<file path="config.mk">
export PLATFORM = sky130hd
export DESIGN_NAME = spi_slave_flat
export DESIGN_NICKNAME = d
export VERILOG_FILES = /design/src/rtl/spi_slave_if.sv /design/src/rtl/spi_slave.sv /design/src/flat_wrapper.sv
export SDC_FILE = /design/constraint.sdc
export NUM_CORES = 1
export LEC_CHECK = 0
export ABC_AREA = 1
export CAP_MARGIN = 15
export CORE_MARGIN = 10
export CORE_UTILIZATION = 50
export DETAILED_ROUTE_END_ITERATION = 6
export PLACE_DENSITY_LB_ADDON = 0.1
export SLEW_MARGIN = 20
export SYNTH_ARGS = -nofsm -noshare
export SYNTH_HDL_FRONTEND = slang
export SYNTH_SLANG_ARGS = --single-unit
</file>
<file path="constraint.sdc">
create_clock -name clk -period 2.1 [get_ports clk]
set_clock_uncertainty 0.2 [all_clocks]
set_input_delay 0.21 -clock clk [delete_from_list [all_inputs] [get_ports clk]]
set_output_delay 0.21 -clock clk [all_outputs]
set_load 0.01 [all_outputs]
</file>
<file path="src/rtl/spi_slave_if.sv">
// Bus bundle between the SPI target endpoint and its surroundings: the pad-side
// serial lines plus the core-side transmit handshake and receive strobe.
interface spi_slave_if #(
    parameter int DATA_W = 8
);
    logic              sclk;
    logic              ss_n;
    logic              mosi;
    logic              miso;
    logic              miso_oe;
    logic [DATA_W-1:0] tx_data;
    logic              tx_valid;
    logic              tx_ready;
    logic [DATA_W-1:0] rx_data;
    logic              rx_valid;
    logic              busy;
    logic              underrun;

    modport slave (
        input  sclk, ss_n, mosi, tx_data, tx_valid,
        output miso, miso_oe, tx_ready, rx_data, rx_valid, busy, underrun
    );

    modport master (
        output sclk, ss_n, mosi, tx_data, tx_valid,
        input  miso, miso_oe, tx_ready, rx_data, rx_valid, busy, underrun
    );
endinterface

</file>
<file path="src/rtl/spi_slave.sv">
// Mode-0 SPI target: oversampled sclk/ss_n/mosi, one-entry transmit holding buffer.
// States: IDLE = not selected, miso parked low | ACTIVE = selected, shifting words.
module spi_slave #(
    parameter int DATA_W      = 8,
    parameter int SYNC_STAGES = 2
) (
    input  logic        clk,
    input  logic        rst_n,
    spi_slave_if.slave  spi
);
    localparam int CNT_W = $clog2(DATA_W);
    localparam logic [CNT_W-1:0] LAST_BIT = CNT_W'(DATA_W - 1);

    typedef enum logic {
        IDLE,
        ACTIVE
    } state_t;

    state_t                   state_q;
    logic [SYNC_STAGES-1:0]   sclk_sync_q;
    logic [SYNC_STAGES-1:0]   ss_sync_q;
    logic [SYNC_STAGES-1:0]   mosi_sync_q;
    logic                     sclk_prev_q;
    logic                     ss_prev_q;
    logic [DATA_W-1:0]        tx_shift_q;
    logic [DATA_W-2:0]        rx_shift_q;
    logic [CNT_W-1:0]         bit_cnt_q;
    logic                     reload_q;
    logic [DATA_W-1:0]        rx_data_q;
    logic                     rx_valid_q;
    logic                     underrun_q;
    logic [DATA_W-1:0]        buf_q;
    logic [DATA_W-1:0]        buf_d;
    logic                     buf_full_q;
    logic                     buf_full_d;

    logic                     sclk_s;
    logic                     ss_s;
    logic                     mosi_s;
    logic                     sclk_rise;
    logic                     sclk_fall;
    logic                     ss_fall;
    logic                     load_evt;
    logic [DATA_W-1:0]        load_word;

    assign sclk_s    = sclk_sync_q[SYNC_STAGES-1];
    assign ss_s      = ss_sync_q[SYNC_STAGES-1];
    assign mosi_s    = mosi_sync_q[SYNC_STAGES-1];
    assign sclk_rise = sclk_s & ~sclk_prev_q;
    assign sclk_fall = ~sclk_s & sclk_prev_q;
    assign ss_fall   = ~ss_s & ss_prev_q;

    // Synchronizers reset to the idle bus levels so a select held low across
    // reset release is still seen as a fresh falling edge.
    always_ff @(posedge clk or negedge rst_n) begin
        if (!rst_n) begin
            sclk_sync_q <= '0;
            ss_sync_q   <= '1;
            mosi_sync_q <= '0;
            sclk_prev_q <= 1'b0;
            ss_prev_q   <= 1'b1;
        end else begin
            sclk_sync_q <= {sclk_sync_q[SYNC_STAGES-2:0], spi.sclk};
            ss_sync_q   <= {ss_sync_q[SYNC_STAGES-2:0], spi.ss_n};
            mosi_sync_q <= {mosi_sync_q[SYNC_STAGES-2:0], spi.mosi};
            sclk_prev_q <= sclk_s;
            ss_prev_q   <= ss_s;
        end
    end

    // A load samples the buffer before any same-cycle write lands.
    always_comb begin
        load_evt   = 1'b0;
        if (state_q == IDLE) begin
            load_evt = ss_fall;
        end else begin
            load_evt = ~ss_s & sclk_fall & reload_q;
        end
        load_word  = buf_full_q ? buf_q : '0;
        buf_d      = buf_q;
        buf_full_d = buf_full_q;
        if (load_evt) begin
            buf_full_d = 1'b0;
        end
        if (spi.tx_valid && !buf_full_q) begin
            buf_d      = spi.tx_data;
            buf_full_d = 1'b1;
        end
    end

    always_ff @(posedge clk or negedge rst_n) begin
        if (!rst_n) begin
            buf_q      <= '0;
            buf_full_q <= 1'b0;
        end else begin
            buf_q      <= buf_d;
            buf_full_q <= buf_full_d;
        end
    end

    always_ff @(posedge clk or negedge rst_n) begin
        if (!rst_n) begin
            state_q    <= IDLE;
            tx_shift_q <= '0;
            rx_shift_q <= '0;
            bit_cnt_q  <= '0;
            reload_q   <= 1'b0;
            rx_data_q  <= '0;
            rx_valid_q <= 1'b0;
            underrun_q <= 1'b0;
        end else begin
            rx_valid_q <= 1'b0;
            underrun_q <= 1'b0;
            case (state_q)
                IDLE: begin
                    if (ss_fall) begin
                        state_q    <= ACTIVE;
                        tx_shift_q <= load_word;
                        underrun_q <= ~buf_full_q;
                        rx_shift_q <= '0;
                        bit_cnt_q  <= '0;
                        reload_q   <= 1'b0;
                    end
                end
                ACTIVE: begin
                    if (ss_s) begin
                        // Deselect aborts the word in flight on both directions.
                        state_q    <= IDLE;
                        tx_shift_q <= '0;
                        rx_shift_q <= '0;
                        bit_cnt_q  <= '0;
                        reload_q   <= 1'b0;
                    end else if (sclk_rise) begin
                        rx_shift_q <= {rx_shift_q[DATA_W-3:0], mosi_s};
                        if (bit_cnt_q == LAST_BIT) begin
                            rx_data_q  <= {rx_shift_q, mosi_s};
                            rx_valid_q <= 1'b1;
                            bit_cnt_q  <= '0;
                            reload_q   <= 1'b1;
                        end else begin
                            bit_cnt_q <= bit_cnt_q + 1'b1;
                        end
                    end else if (sclk_fall) begin
                        if (reload_q) begin
                            tx_shift_q <= load_word;
                            underrun_q <= ~buf_full_q;
                            reload_q   <= 1'b0;
                        end else begin
                            tx_shift_q <= {tx_shift_q[DATA_W-2:0], 1'b0};
                        end
                    end
                end
                default: state_q <= IDLE;
            endcase
        end
    end

    assign spi.miso     = tx_shift_q[DATA_W-1];
    assign spi.miso_oe  = (state_q == ACTIVE);
    assign spi.busy     = (state_q == ACTIVE);
    assign spi.tx_ready = ~buf_full_q;
    assign spi.rx_data  = rx_data_q;
    assign spi.rx_valid = rx_valid_q;
    assign spi.underrun = underrun_q;
endmodule
</file>
<file path="src/flat_wrapper.sv">
// flat-port wrapper written by rule: the top's interface ports become plain ports
module spi_slave_flat 
#(
    parameter int DATA_W      = 8,
    parameter int SYNC_STAGES = 2
)
  (clk, rst_n, spi_sclk, spi_ss_n, spi_mosi, spi_tx_data, spi_tx_valid, spi_miso, spi_miso_oe, spi_tx_ready, spi_rx_data, spi_rx_valid, spi_busy, spi_underrun);
  spi_slave_if #(.DATA_W(DATA_W)) spi_i ();
  input  logic clk;
  input  logic rst_n;
  input wire logic [$bits(spi_i.sclk)-1:0] spi_sclk;
  input wire logic [$bits(spi_i.ss_n)-1:0] spi_ss_n;
  input wire logic [$bits(spi_i.mosi)-1:0] spi_mosi;
  input wire logic [$bits(spi_i.tx_data)-1:0] spi_tx_data;
  input wire logic [$bits(spi_i.tx_valid)-1:0] spi_tx_valid;
  output wire logic [$bits(spi_i.miso)-1:0] spi_miso;
  output wire logic [$bits(spi_i.miso_oe)-1:0] spi_miso_oe;
  output wire logic [$bits(spi_i.tx_ready)-1:0] spi_tx_ready;
  output wire logic [$bits(spi_i.rx_data)-1:0] spi_rx_data;
  output wire logic [$bits(spi_i.rx_valid)-1:0] spi_rx_valid;
  output wire logic [$bits(spi_i.busy)-1:0] spi_busy;
  output wire logic [$bits(spi_i.underrun)-1:0] spi_underrun;
  assign spi_i.sclk = spi_sclk;
  assign spi_i.ss_n = spi_ss_n;
  assign spi_i.mosi = spi_mosi;
  assign spi_i.tx_data = spi_tx_data;
  assign spi_i.tx_valid = spi_tx_valid;
  assign spi_miso = spi_i.miso;
  assign spi_miso_oe = spi_i.miso_oe;
  assign spi_tx_ready = spi_i.tx_ready;
  assign spi_rx_data = spi_i.rx_data;
  assign spi_rx_valid = spi_i.rx_valid;
  assign spi_busy = spi_i.busy;
  assign spi_underrun = spi_i.underrun;
  spi_slave #(.DATA_W(DATA_W), .SYNC_STAGES(SYNC_STAGES)) u_core (.clk(clk), .rst_n(rst_n), .spi(spi_i));
endmodule
</file>
==> metrics.md <==
| Metric | Value |
|---|---|
| Initial antenna violation count | 0 |
| Slew headroom | 63.7% |
| Least-Margin Pin Slew | 0.544 ns |
| DR iter-0 viols | 104 |
| Area Overhead vs Synth | 19.3% |
| Rows | 23 |
| CP max stage delay | roughly 0.56 ns |
| Cell area after synthesis | roughly 2100 sq um |
| Static leakage | 1.22 nW |
| Min-delay worst type | primary input to flop |
| Total Wirelength | ~4000 microns |
| Slowest cell on the critical path | clkdlybuf4s50_1 |
| Die Width | approximately 85 microns |
| Reg2reg start | u_core.sclk_prev_q |
| Min-delay src | spi_ss_n |
| Via count | about 1.5k |
| Final Cycle Share | between 90% and 100% |
| Most frequent cells in the layout | 62 x nand2_1, 44 x dfrtp_1, 30 x nor2_1, 26 x clkdlybuf4s50_1, 24 x nand3_1 |
| Sequential area share after synthesis | about 56% |
| Post-DR wirelength/cell | around 13 microns |
| Synth Instances | about 230 |
| CTS Hold Bufs | 1 |
| Setup repair after global routing missed its margin | false |
| # fillers | 383 |
| Antenna-violating nets left | 0 |
| Status | finished clean |
| Skew-Pair Late Insertion Delay | approximately 0.29 ns |
| Detailed Place HPWL | slightly below 3000 microns |
| CTS tree | yes |
| TritonRoute pass-1 iters | 4 |
| Min cycle time layout | roughly 1.9 ns |
| Share of cells above drive strength 1 | 13.1% |
| Mean post-synth cell area | slightly above 9 sq um |
| First-pass GRT wire length | 6920 microns |
| Synth cell types | 21 |
| CP startpoint kind | flop |
| GRT Util Overall | 11.4% |
| CTS resizes | 0 |
| Die area | a little over 7000 sq um |
| Via density | between 4 and 5 |
| WP data required | around 1.7 ns |
| TritonCTS Buffers | 5 |
| Total power draw | roughly 0.0021 W |
| Die height | 84.7 microns |
| Critical path origin | u_core.buf_full_q |
| Syn nets | around 250 |
| Power Dens Cells | roughly 850 nW/um^2 |
| Initial Util | 52.0% |
| Placed cells | 301 |
| Endpoint class of the critical path | output port |
| Max Cap Viol | 0 |
| Flop2flop setup slack | 0.43 ns |
| Crit path cell chain | inv_2 -> clkdlybuf4s50_1 |
| Crit path DAT | between 1.5 and 2 ns |
| Longest Clk Path Bufs | 2 |
| # DRC | 0 |
| Vias in the first global route | around 1.5k |
| Clk slew on worst S/H paths | ~0.08 ns |
| Fin area | roughly 2500 sq um |
| # Post-CTS Setup Buffers | 0 |
| CTS H-tree lvls | 2 |
| Non-Filler Instances | slightly above 300 |
| Gr ovfl total | 0 |
| Largest net degree at the start of global routing | 19 |
| CP Class | flop to output port |
| Routability cong. | around 0.83 |
| Diode count | 0 |
| Floorplan Core Area | 4030 sq um |
| Final setup violating endpoints | 0 |
| Max VDD drop | 0.554 mV |
| Max Slew Vio Count | 0 |
| F_max | ~520 MHz |
| Yosys reg bits | 47 |
| Final nets | between 200 and 300 |
| Clock sinks | 47 |
| Placed cell area | 2410 sq um |
| Synth warn | 0 |
| Final setup TNS | 0 ns |
| Number of I/O pins | 28 |
| Port Buffers | 27 |
| Root buf cell | clkbuf_8 |
| Most common cell after layout, fill and taps aside | nand2_1 |
| Final hold violation count | 0 |
| Critical path peak fanout | 11 |
==> through the flow <==
step / hold slack (ns) / setup slack (ns) / utilization (%)
floorplan: -0.286 / 0.569 / -
global placement: -0.0537 / 0.478 / 59.7
detailed placement: -0.0607 / 0.437 / 59.7
CTS: 0.115 / 0.141 / 62.0
global route: 0.111 / 0.0594 / 62.0
finish: 0.123 / 0.161 / 62.0
==> worst max-delay path: cells and delay by family (launching register included) <==
family / cells / cell delay, ns
DFF: 1 / 0.49
buffers and inverters: 2 / 0.74
==> power by group <==
part	switching (W)	internal [W]	leakage, nW
Sequential	0.000111	0.00106	0.612
Clock	0.000281	0.000234	0.0422
Combinational	0.000254	0.000182	0.562
==> flip-flops by register name (all words and copies together) (netlist names), 2 cells and up <==
name                flops
u_core.tx_shift_q       8
u_core.buf_q            8
u_core.rx_shift_q       7
u_core.bit_cnt_q        3
u_core.mosi_sync_q      2
u_core.ss_sync_q        2
u_core.spi.rx_data      8
u_core.sclk_sync_q      2
==> worst paths after layout <==
path / to / cells after the start
max: spi_tx_ready / 2
min: u_core.ss_sync_q[0] / 1
max reg2reg: u_core.tx_shift_q[0] / 8
min reg2reg: u_core.sclk_sync_q[1] / 0
max in group asynchronous: u_core.ss_sync_q[1] / 3
min in group asynchronous: u_core.spi.rx_data[2] / 2
==> cell type report <==
class / count / area, sq um / share of cell area [%]
Multi-Input combinational cell: 158 / 812 / 32.5
Inverter: 15 / 56.3 / 2.25
Timing Repair Buffer: 32 / 305 / 12.2
Tap cell: 50 / 62.6 / 2.51
Sequential cell: 47 / 1180 / 47.2
Clock buffer: 7 / 76.3 / 3.06
Clock inverter: 1 / 5.00 / 0.200
==> cells by family (layout without fill, tap and decap cells) <==
group / count (synthesis) / in the layout / share of synthesized area [%]
simple gates: 127 / 127 / 27.4
flops: 47 / 47 / 56.4
compound gates: 25 / 25 / 7.83
buf+inv: 22 / 55 / 4.84
fa+ha+maj: 6 / 6 / 3.59
==> cell usage after synthesis <==
cell type	instances	area [sq um]
a21oi_1	1	5.00
buf_2	3	15.0
buf_4	2	15.0
buf_6	1	11.3
clkbuf_1	1	3.75
dfrtp_1	44	1100
dfstp_2	3	78.8
ha_1	6	75.1
inv_1	12	45.0
inv_2	3	11.3
nand2_1	62	233
nand2_2	3	18.8
nand2_4	4	45.0
nand3_1	24	120
nand4_1	2	12.5
nor2_1	30	113
nor2_4	1	11.3
nor2_8	1	20.0
o21ai_0	9	45.0
o21ai_2	8	70.1
o22ai_1	7	43.8
==> routing by layer <==
metal,track usage [%],wire (microns),vias to the layer above
met5,0,0,-
met4,2.25,14,0
met3,4.64,232,2
met2,16.6,1690,31
met1,15.6,1960,714
li1,-,-,791
Power figures use the tool's default switching activity.
